===== src/rtl/muldiv_if.sv =====
// muldiv_if: request/result bundle for muldiv_unit.
//   master : drives start/op/a/b and the direct HI/LO write port (hi_we, lo_we, wd);
//            observes busy, done, div_by_zero and the architectural hi/lo registers.
//   slave  : the muldiv_unit side of the same signals.
interface muldiv_if #(
  parameter int unsigned WIDTH = 32
) ();
  logic             start;
  logic [1:0]       op;
  logic [WIDTH-1:0] a;
  logic [WIDTH-1:0] b;
  logic             hi_we;
  logic             lo_we;
  logic [WIDTH-1:0] wd;
  logic             busy;
  logic             done;
  logic             div_by_zero;
  logic [WIDTH-1:0] hi;
  logic [WIDTH-1:0] lo;

  modport master (
    output start, op, a, b, hi_we, lo_we, wd,
    input  busy, done, div_by_zero, hi, lo
  );

  modport slave (
    input  start, op, a, b, hi_we, lo_we, wd,
    output busy, done, div_by_zero, hi, lo
  );
endinterface


===== src/rtl/muldiv_unit.sv =====
// muldiv_unit: iterative MIPS-style HI/LO multiply/divide unit.
//   op 00 MULT, 01 MULTU: shift-add, one multiplier bit per RUN cycle, {hi,lo} = product.
//   op 10 DIV,  11 DIVU : restoring division, one quotient bit per RUN cycle,
//                         lo = quotient, hi = remainder (signed ops truncate toward zero).
// Ports:
//   clock       - sole clock, rising edge
//   reset       - synchronous, active-low
//   bus (slave) - start/op/a/b request, hi_we/lo_we/wd direct writes,
//                 busy/done/div_by_zero status, hi/lo registers
// Configuration:
//   MULDIV_DIV_EN - when defined, the divider datapath is built. When undefined, DIV/DIVU
//                   are no-ops that pulse done the cycle after start without going busy.
module muldiv_unit #(
  parameter int unsigned WIDTH = 32
) (
  input logic     clock,
  input logic     reset,
  muldiv_if.slave bus
);
  localparam int unsigned CntW = $clog2(WIDTH);

  typedef enum logic [1:0] {StIdle, StRun, StFin} state_e;

  state_e             state_q, state_d;
  logic [CntW-1:0]    cnt_q;
  logic [WIDTH-1:0]   opnd_q;   // multiplicand or divisor magnitude
  logic [2*WIDTH-1:0] work_q;   // {partial product, multiplier} or {remainder, dividend/quotient}
  logic               neg_q;    // negate product / quotient at the end
  logic [WIDTH-1:0]   hi_q, lo_q;

  logic               accept;
  logic               last;
  logic               op_signed;
  logic [WIDTH-1:0]   mag_a, mag_b;
  logic [WIDTH:0]     mul_sum;
  logic [2*WIDTH-1:0] work_d;
  logic [WIDTH-1:0]   res_hi, res_lo;

`ifdef MULDIV_DIV_EN
  logic               is_div_q;
  logic               rneg_q;   // remainder takes the sign of the dividend
  logic               bzero_q;
  logic [WIDTH-1:0]   a_q;      // raw dividend, returned in hi on divide-by-zero
  logic [WIDTH:0]     div_shift;
  logic [WIDTH:0]     div_diff;
`endif

  assign accept    = (state_q == StIdle) && bus.start;
  assign last      = (state_q == StRun) && (cnt_q == CntW'(WIDTH - 1));
  assign op_signed = ~bus.op[0];
  assign mag_a     = (op_signed && bus.a[WIDTH-1]) ? -bus.a : bus.a;
  assign mag_b     = (op_signed && bus.b[WIDTH-1]) ? -bus.b : bus.b;

  // Next-state logic
  always_comb begin
    state_d = state_q;
    case (state_q)
      StIdle: begin
        if (bus.start) begin
`ifdef MULDIV_DIV_EN
          state_d = StRun;
`else
          state_d = bus.op[1] ? StFin : StRun;
`endif
        end
      end
      StRun:   if (last) state_d = StFin;
      StFin:   state_d = StIdle;
      default: state_d = StIdle;
    endcase
  end

  // One iteration of the selected algorithm
  always_comb begin
    mul_sum = {1'b0, work_q[2*WIDTH-1:WIDTH]} + (work_q[0] ? {1'b0, opnd_q} : '0);
    work_d  = {mul_sum, work_q[WIDTH-1:1]};
`ifdef MULDIV_DIV_EN
    div_shift = {work_q[2*WIDTH-1:WIDTH], work_q[WIDTH-1]};
    div_diff  = div_shift - {1'b0, opnd_q};
    if (is_div_q) begin
      // Negative trial difference means restore: keep the shifted remainder, quotient bit 0
      work_d = div_diff[WIDTH] ? {div_shift[WIDTH-1:0], work_q[WIDTH-2:0], 1'b0}
                               : {div_diff[WIDTH-1:0], work_q[WIDTH-2:0], 1'b1};
    end
`endif
  end

  // Sign-corrected result, taken from the final iteration on the edge entering FIN
  always_comb begin
    {res_hi, res_lo} = neg_q ? -work_d : work_d;
`ifdef MULDIV_DIV_EN
    if (is_div_q) begin
      res_lo = neg_q ? -work_d[WIDTH-1:0] : work_d[WIDTH-1:0];
      res_hi = rneg_q ? -work_d[2*WIDTH-1:WIDTH] : work_d[2*WIDTH-1:WIDTH];
      if (bzero_q) begin
        res_lo = '1;
        res_hi = a_q;
      end
    end
`endif
  end

  always_ff @(posedge clock) begin
    if (!reset) begin
      state_q <= StIdle;
      cnt_q   <= '0;
      opnd_q  <= '0;
      work_q  <= '0;
      neg_q   <= 1'b0;
      hi_q    <= '0;
      lo_q    <= '0;
    end else begin
      state_q <= state_d;
      if (accept) begin
        cnt_q <= '0;
        neg_q <= op_signed & (bus.a[WIDTH-1] ^ bus.b[WIDTH-1]);
`ifdef MULDIV_DIV_EN
        opnd_q <= bus.op[1] ? mag_b : mag_a;
        work_q <= {{WIDTH{1'b0}}, (bus.op[1] ? mag_a : mag_b)};
`else
        opnd_q <= mag_a;
        work_q <= {{WIDTH{1'b0}}, mag_b};
`endif
      end else if (state_q == StRun) begin
        cnt_q  <= cnt_q + 1'b1;
        work_q <= work_d;
      end
      // The result beats a concurrent direct write
      if (last) begin
        hi_q <= res_hi;
        lo_q <= res_lo;
      end else begin
        if (bus.hi_we) hi_q <= bus.wd;
        if (bus.lo_we) lo_q <= bus.wd;
      end
    end
  end

`ifdef MULDIV_DIV_EN
  always_ff @(posedge clock) begin
    if (!reset) begin
      is_div_q <= 1'b0;
      rneg_q   <= 1'b0;
      bzero_q  <= 1'b0;
      a_q      <= '0;
    end else if (accept) begin
      is_div_q <= bus.op[1];
      rneg_q   <= op_signed & bus.a[WIDTH-1];
      bzero_q  <= (bus.b == '0);
      a_q      <= bus.a;
    end
  end

  assign bus.div_by_zero = (state_q == StFin) && is_div_q && bzero_q;
`else
  assign bus.div_by_zero = 1'b0;
`endif

  assign bus.busy = (state_q == StRun);
  assign bus.done = (state_q == StFin);
  assign bus.hi   = hi_q;
  assign bus.lo   = lo_q;
endmodule


===== src/flat_wrapper.sv =====
// flat-port wrapper written by rule: the top's interface ports become plain ports
module muldiv_unit_flat 
#(
  parameter int unsigned WIDTH = 32
)
  (clock, reset, bus_start, bus_op, bus_a, bus_b, bus_hi_we, bus_lo_we, bus_wd, bus_busy, bus_done, bus_div_by_zero, bus_hi, bus_lo);
  muldiv_if #(.WIDTH(WIDTH)) bus_i ();
  input logic clock;
  input logic reset;
  input wire logic [$bits(bus_i.start)-1:0] bus_start;
  input wire logic [$bits(bus_i.op)-1:0] bus_op;
  input wire logic [$bits(bus_i.a)-1:0] bus_a;
  input wire logic [$bits(bus_i.b)-1:0] bus_b;
  input wire logic [$bits(bus_i.hi_we)-1:0] bus_hi_we;
  input wire logic [$bits(bus_i.lo_we)-1:0] bus_lo_we;
  input wire logic [$bits(bus_i.wd)-1:0] bus_wd;
  output wire logic [$bits(bus_i.busy)-1:0] bus_busy;
  output wire logic [$bits(bus_i.done)-1:0] bus_done;
  output wire logic [$bits(bus_i.div_by_zero)-1:0] bus_div_by_zero;
  output wire logic [$bits(bus_i.hi)-1:0] bus_hi;
  output wire logic [$bits(bus_i.lo)-1:0] bus_lo;
  assign bus_i.start = bus_start;
  assign bus_i.op = bus_op;
  assign bus_i.a = bus_a;
  assign bus_i.b = bus_b;
  assign bus_i.hi_we = bus_hi_we;
  assign bus_i.lo_we = bus_lo_we;
  assign bus_i.wd = bus_wd;
  assign bus_busy = bus_i.busy;
  assign bus_done = bus_i.done;
  assign bus_div_by_zero = bus_i.div_by_zero;
  assign bus_hi = bus_i.hi;
  assign bus_lo = bus_i.lo;
  muldiv_unit #(.WIDTH(WIDTH)) u_core (.clock(clock), .reset(reset), .bus(bus_i));
endmodule

===== config.mk =====
export PLATFORM = sky130hd
export DESIGN_NAME = muldiv_unit_flat
export DESIGN_NICKNAME = d
export VERILOG_FILES = /design/src/rtl/muldiv_if.sv /design/src/rtl/muldiv_unit.sv /design/src/flat_wrapper.sv
export SDC_FILE = /design/constraint.sdc
export NUM_CORES = 1
export LEC_CHECK = 0
export CELL_PAD_IN_SITES_DETAIL_PLACEMENT = 0
export CELL_PAD_IN_SITES_GLOBAL_PLACEMENT = 1
export CORE_MARGIN = 2
export CORE_UTILIZATION = 40
export DETAILED_ROUTE_END_ITERATION = 12
export PLACE_DENSITY = 0.84
export SLEW_MARGIN = 0
export SYNTH_ARGS = -nofsm -noshare
export SYNTH_HDL_FRONTEND = slang
export SYNTH_SLANG_ARGS = --single-unit

===== constraint.sdc =====
create_clock -name clock -period 5.2 [get_ports clock]
set_clock_uncertainty 0.1 [all_clocks]
set_input_delay 1.04 -clock clock [delete_from_list [all_inputs] [get_ports clock]]
set_output_delay 1.04 -clock clock [all_outputs]
set_load 0.03 [all_outputs]

==> results.md <==
* Post-CTS sizing at 0
* Post-route worst setup slack at 646 ps
* Leading area contributor after synthesis: dfxtp_1
* Seq/Total Area, Yosys at between 20% and 30%
* Worst hold path type: reg -> reg
* Final setup fails at 0
* Dominant synthesized flop cell: dfxtp_1
* Placed cells at 2027
* Data arrival, critical path at 4780 ps
* CTS H-Tree Depth at 4
* Area grow syn2layout at 20.9%
* Die H at about 180 um
* Starting Density at 40.5%
* Hold_buf cts at 0
* Number of flops mapped to enable cells by yosys at 0
* Row cnt at 63
* Crit-path cells: and2_1 -> ha_1 -> fa_1 -> a21o_1 -> a221oi_2 -> nor4_1 -> or4_1 -> a22oi_2 -> nand4_1 -> or4_1 -> o41a_1 -> o2111a_1
* Async SR Flop Fraction at 0%
* Crit Path Category: reg -> reg
* Avg WL per Cell at roughly 19 um
* PD cells at 250 nW/um2
* Tot GR Track Use at 24.9%
* Longest Clk Path Bufs at 2
* Critical path fanouts, max at 33
* Maximum VDD drop at 227 uV
* Outcome: finished clean
* Routed Antenna Nets at 0
* Total CTS buffers at 17
* Root buf cell: clkbuf_16
* Yosys warnings at 0
* Fraction of layout cells with a size suffix above 1 at 5.63%
* Met1 GRT Util at 34.5%
* Vias post-DR at 11900
* Antenna diodes at 0
* RSZ-0062 raised after global routing: false
* Slew HR at 25.4%
* Fin crit period at about 4600 ps
* P_leak at 0.00534 uW
* Vias per inst at approximately 5.8
* I/O pin cnt at 170
* Pre-CTS WS at 504 ps
* Required @ worst endpoint at roughly 5400 ps
* Overall Power at 3610 uW
* Crit path launch type: flip-flop
* GRT met3 Usage at between 2 and 3%
* Util after Layout at 49.0%
* Synth top area share at 28.2%
* Family with the most delay on the worst path: simple AND/OR/NAND/NOR gates
* Largest cells by area after synthesis: dfxtp_1 28%, xnor2_1 6.9%, nand2_1 6.4%, nor2_1 5.4%, a211oi_1 5.2%
* Final Hold Viols at 0
* Final GP Congestion at 0.940
* Initial DRC count at slightly below 900
* Die W at 177 um
* Core area at 29500 um2
* Cell Area, Synth at approximately 12000 um2
* Syn Inst Count at 1551
* Final #Nets at 1797
* Clk_lat worst skew at 430 ps
* Flip-flop and latch count after synthesis at 168
* Commonest non-fill, non-tap cells in the layout: 202 x nand2_1, 173 x nor2_1, 167 x dfxtp_1
* CP max stage delay at 580 ps
* Die ar. at 31200 um2
* Yosys cell types at 84
* Number of global-route vias before repair at 11200
* # fillers at 2950
* Element type at the critical path end: flip-flop
* Reg clk slew, reported paths at 70 ps
* Setup TNS at 0 ps
* Final Cycle Share at 87.6%
* Slowest CP cell: or4_1
* Number of remaining DRC errors at 0
* Syn Area/Cell at 7.70 um2
* Max Freq at approximately 0.22 GHz
* Global-route wire length before repair at 61800 um
* CTS tree: yes
* Met2 Use GR at roughly 40%
* Top Usage Layer GRT: met2
* CP most frequent cell: or4_1
* Final WL at 39100 um
* Worst slew pin tran at 1120 ps
* Initial antenna violation count at 0
* Port bufs at between 150 and 200
* Max-slew violations at 0
* Most common cell after layout, fill and taps aside: nand2_1
* Post-CTS Setup Bufs at 0
* Max cap viols at 0
* Buf/Inv on CP at 0
* Layout Cells excl Fill at 2059
* Grt total ovfl at 0
* Hpwl dp at just over 30000 um
* Drt first pass iters at 6
* Synth Net Count at 1692
* Clock sinks at 168
* Largest net degree at the start of global routing at 109
## per-layer routing
layer,vias to the layer above,share of wire (%)
met5,-,0
met4,0,2.7
met3,56,4.1
met2,317,45
met1,5627,48
li1,5864,-
## state kept, by name, indices dropped and copies added (netlist names)
register and count:
u_core.opnd_q 32, u_core.state_q 2, u_core.bus.hi 32, u_core.cnt_q 5, u_core.neg_q 1, u_core.work_q 64, u_core.bus.lo 32
## cells in the mapped netlist, types with 37 or more instances
cell type	instances
nor3_1	44
and2_1	41
nand2_1	204
o21ai_0	69
ha_1	37
a211oi_1	82
dfxtp_1	168
mux2i_1	56
a311oi_1	38
nor2_1	173
a21oi_1	101
xnor2_1	94
clkbuf_1	79
xor2_1	39
## cell families after synthesis
| kind of cell | after synthesis | share of synthesized area (%) |
|---|---|---|
| flops | 168 | 28.2 |
| other cells | 1 | 0.0314 |
| buf+inv | 122 | 4.55 |
| simple gates | 606 | 24.1 |
| fa+ha+maj | 38 | 4.05 |
| xor+xnor | 133 | 9.76 |
| compound gates | 420 | 24.0 |
| mux | 63 | 5.36 |
## metrics by stage
stage	area, um2	hold WS, ps
after floorplan	11900	327
after global placement	13800	342
after detailed placement	13800	351
after CTS	14400	360
after global routing	14400	387
final	14400	363
## layout make-up
class                           count  area (um2)  share of cell area, %
Multi-Input combinational cell   1261        8050                   55.7
Inverter                           21        80.1                  0.555
Sequential cell                   168        3360                   23.3
Clock inverter                     13         186                   1.29
Timing Repair Buffer              187        1830                   12.7
Clock buffer                       19         443                   3.07
Tap cell                          390         488                   3.38
## path summary, 6_finish.rpt
path | start | to | slack, ps | cells past startpoint
hold reg to reg | u_core.opnd_q[0] | u_core.opnd_q[0] | 360 | 2
setup reg to reg | u_core.work_q[0] | u_core.bus.hi[29] | 650 | 12
hold / removal | u_core.opnd_q[0] | u_core.opnd_q[0] | 360 | 2
setup / recovery | u_core.work_q[0] | u_core.bus.hi[29] | 650 | 12
## where the power goes
group	switching, uW	total (uW)	internal (uW)
registers	86.9	1460	1370
logic	449	777	328
clock network	594	1380	786
total	1130	3610	2480
## worst min-delay path: stages (launching register included)
cell and delay (ps):
dfxtp_1 310, nand2_1 50, a21oi_1 50
Power figures use the tool's default switching activity.
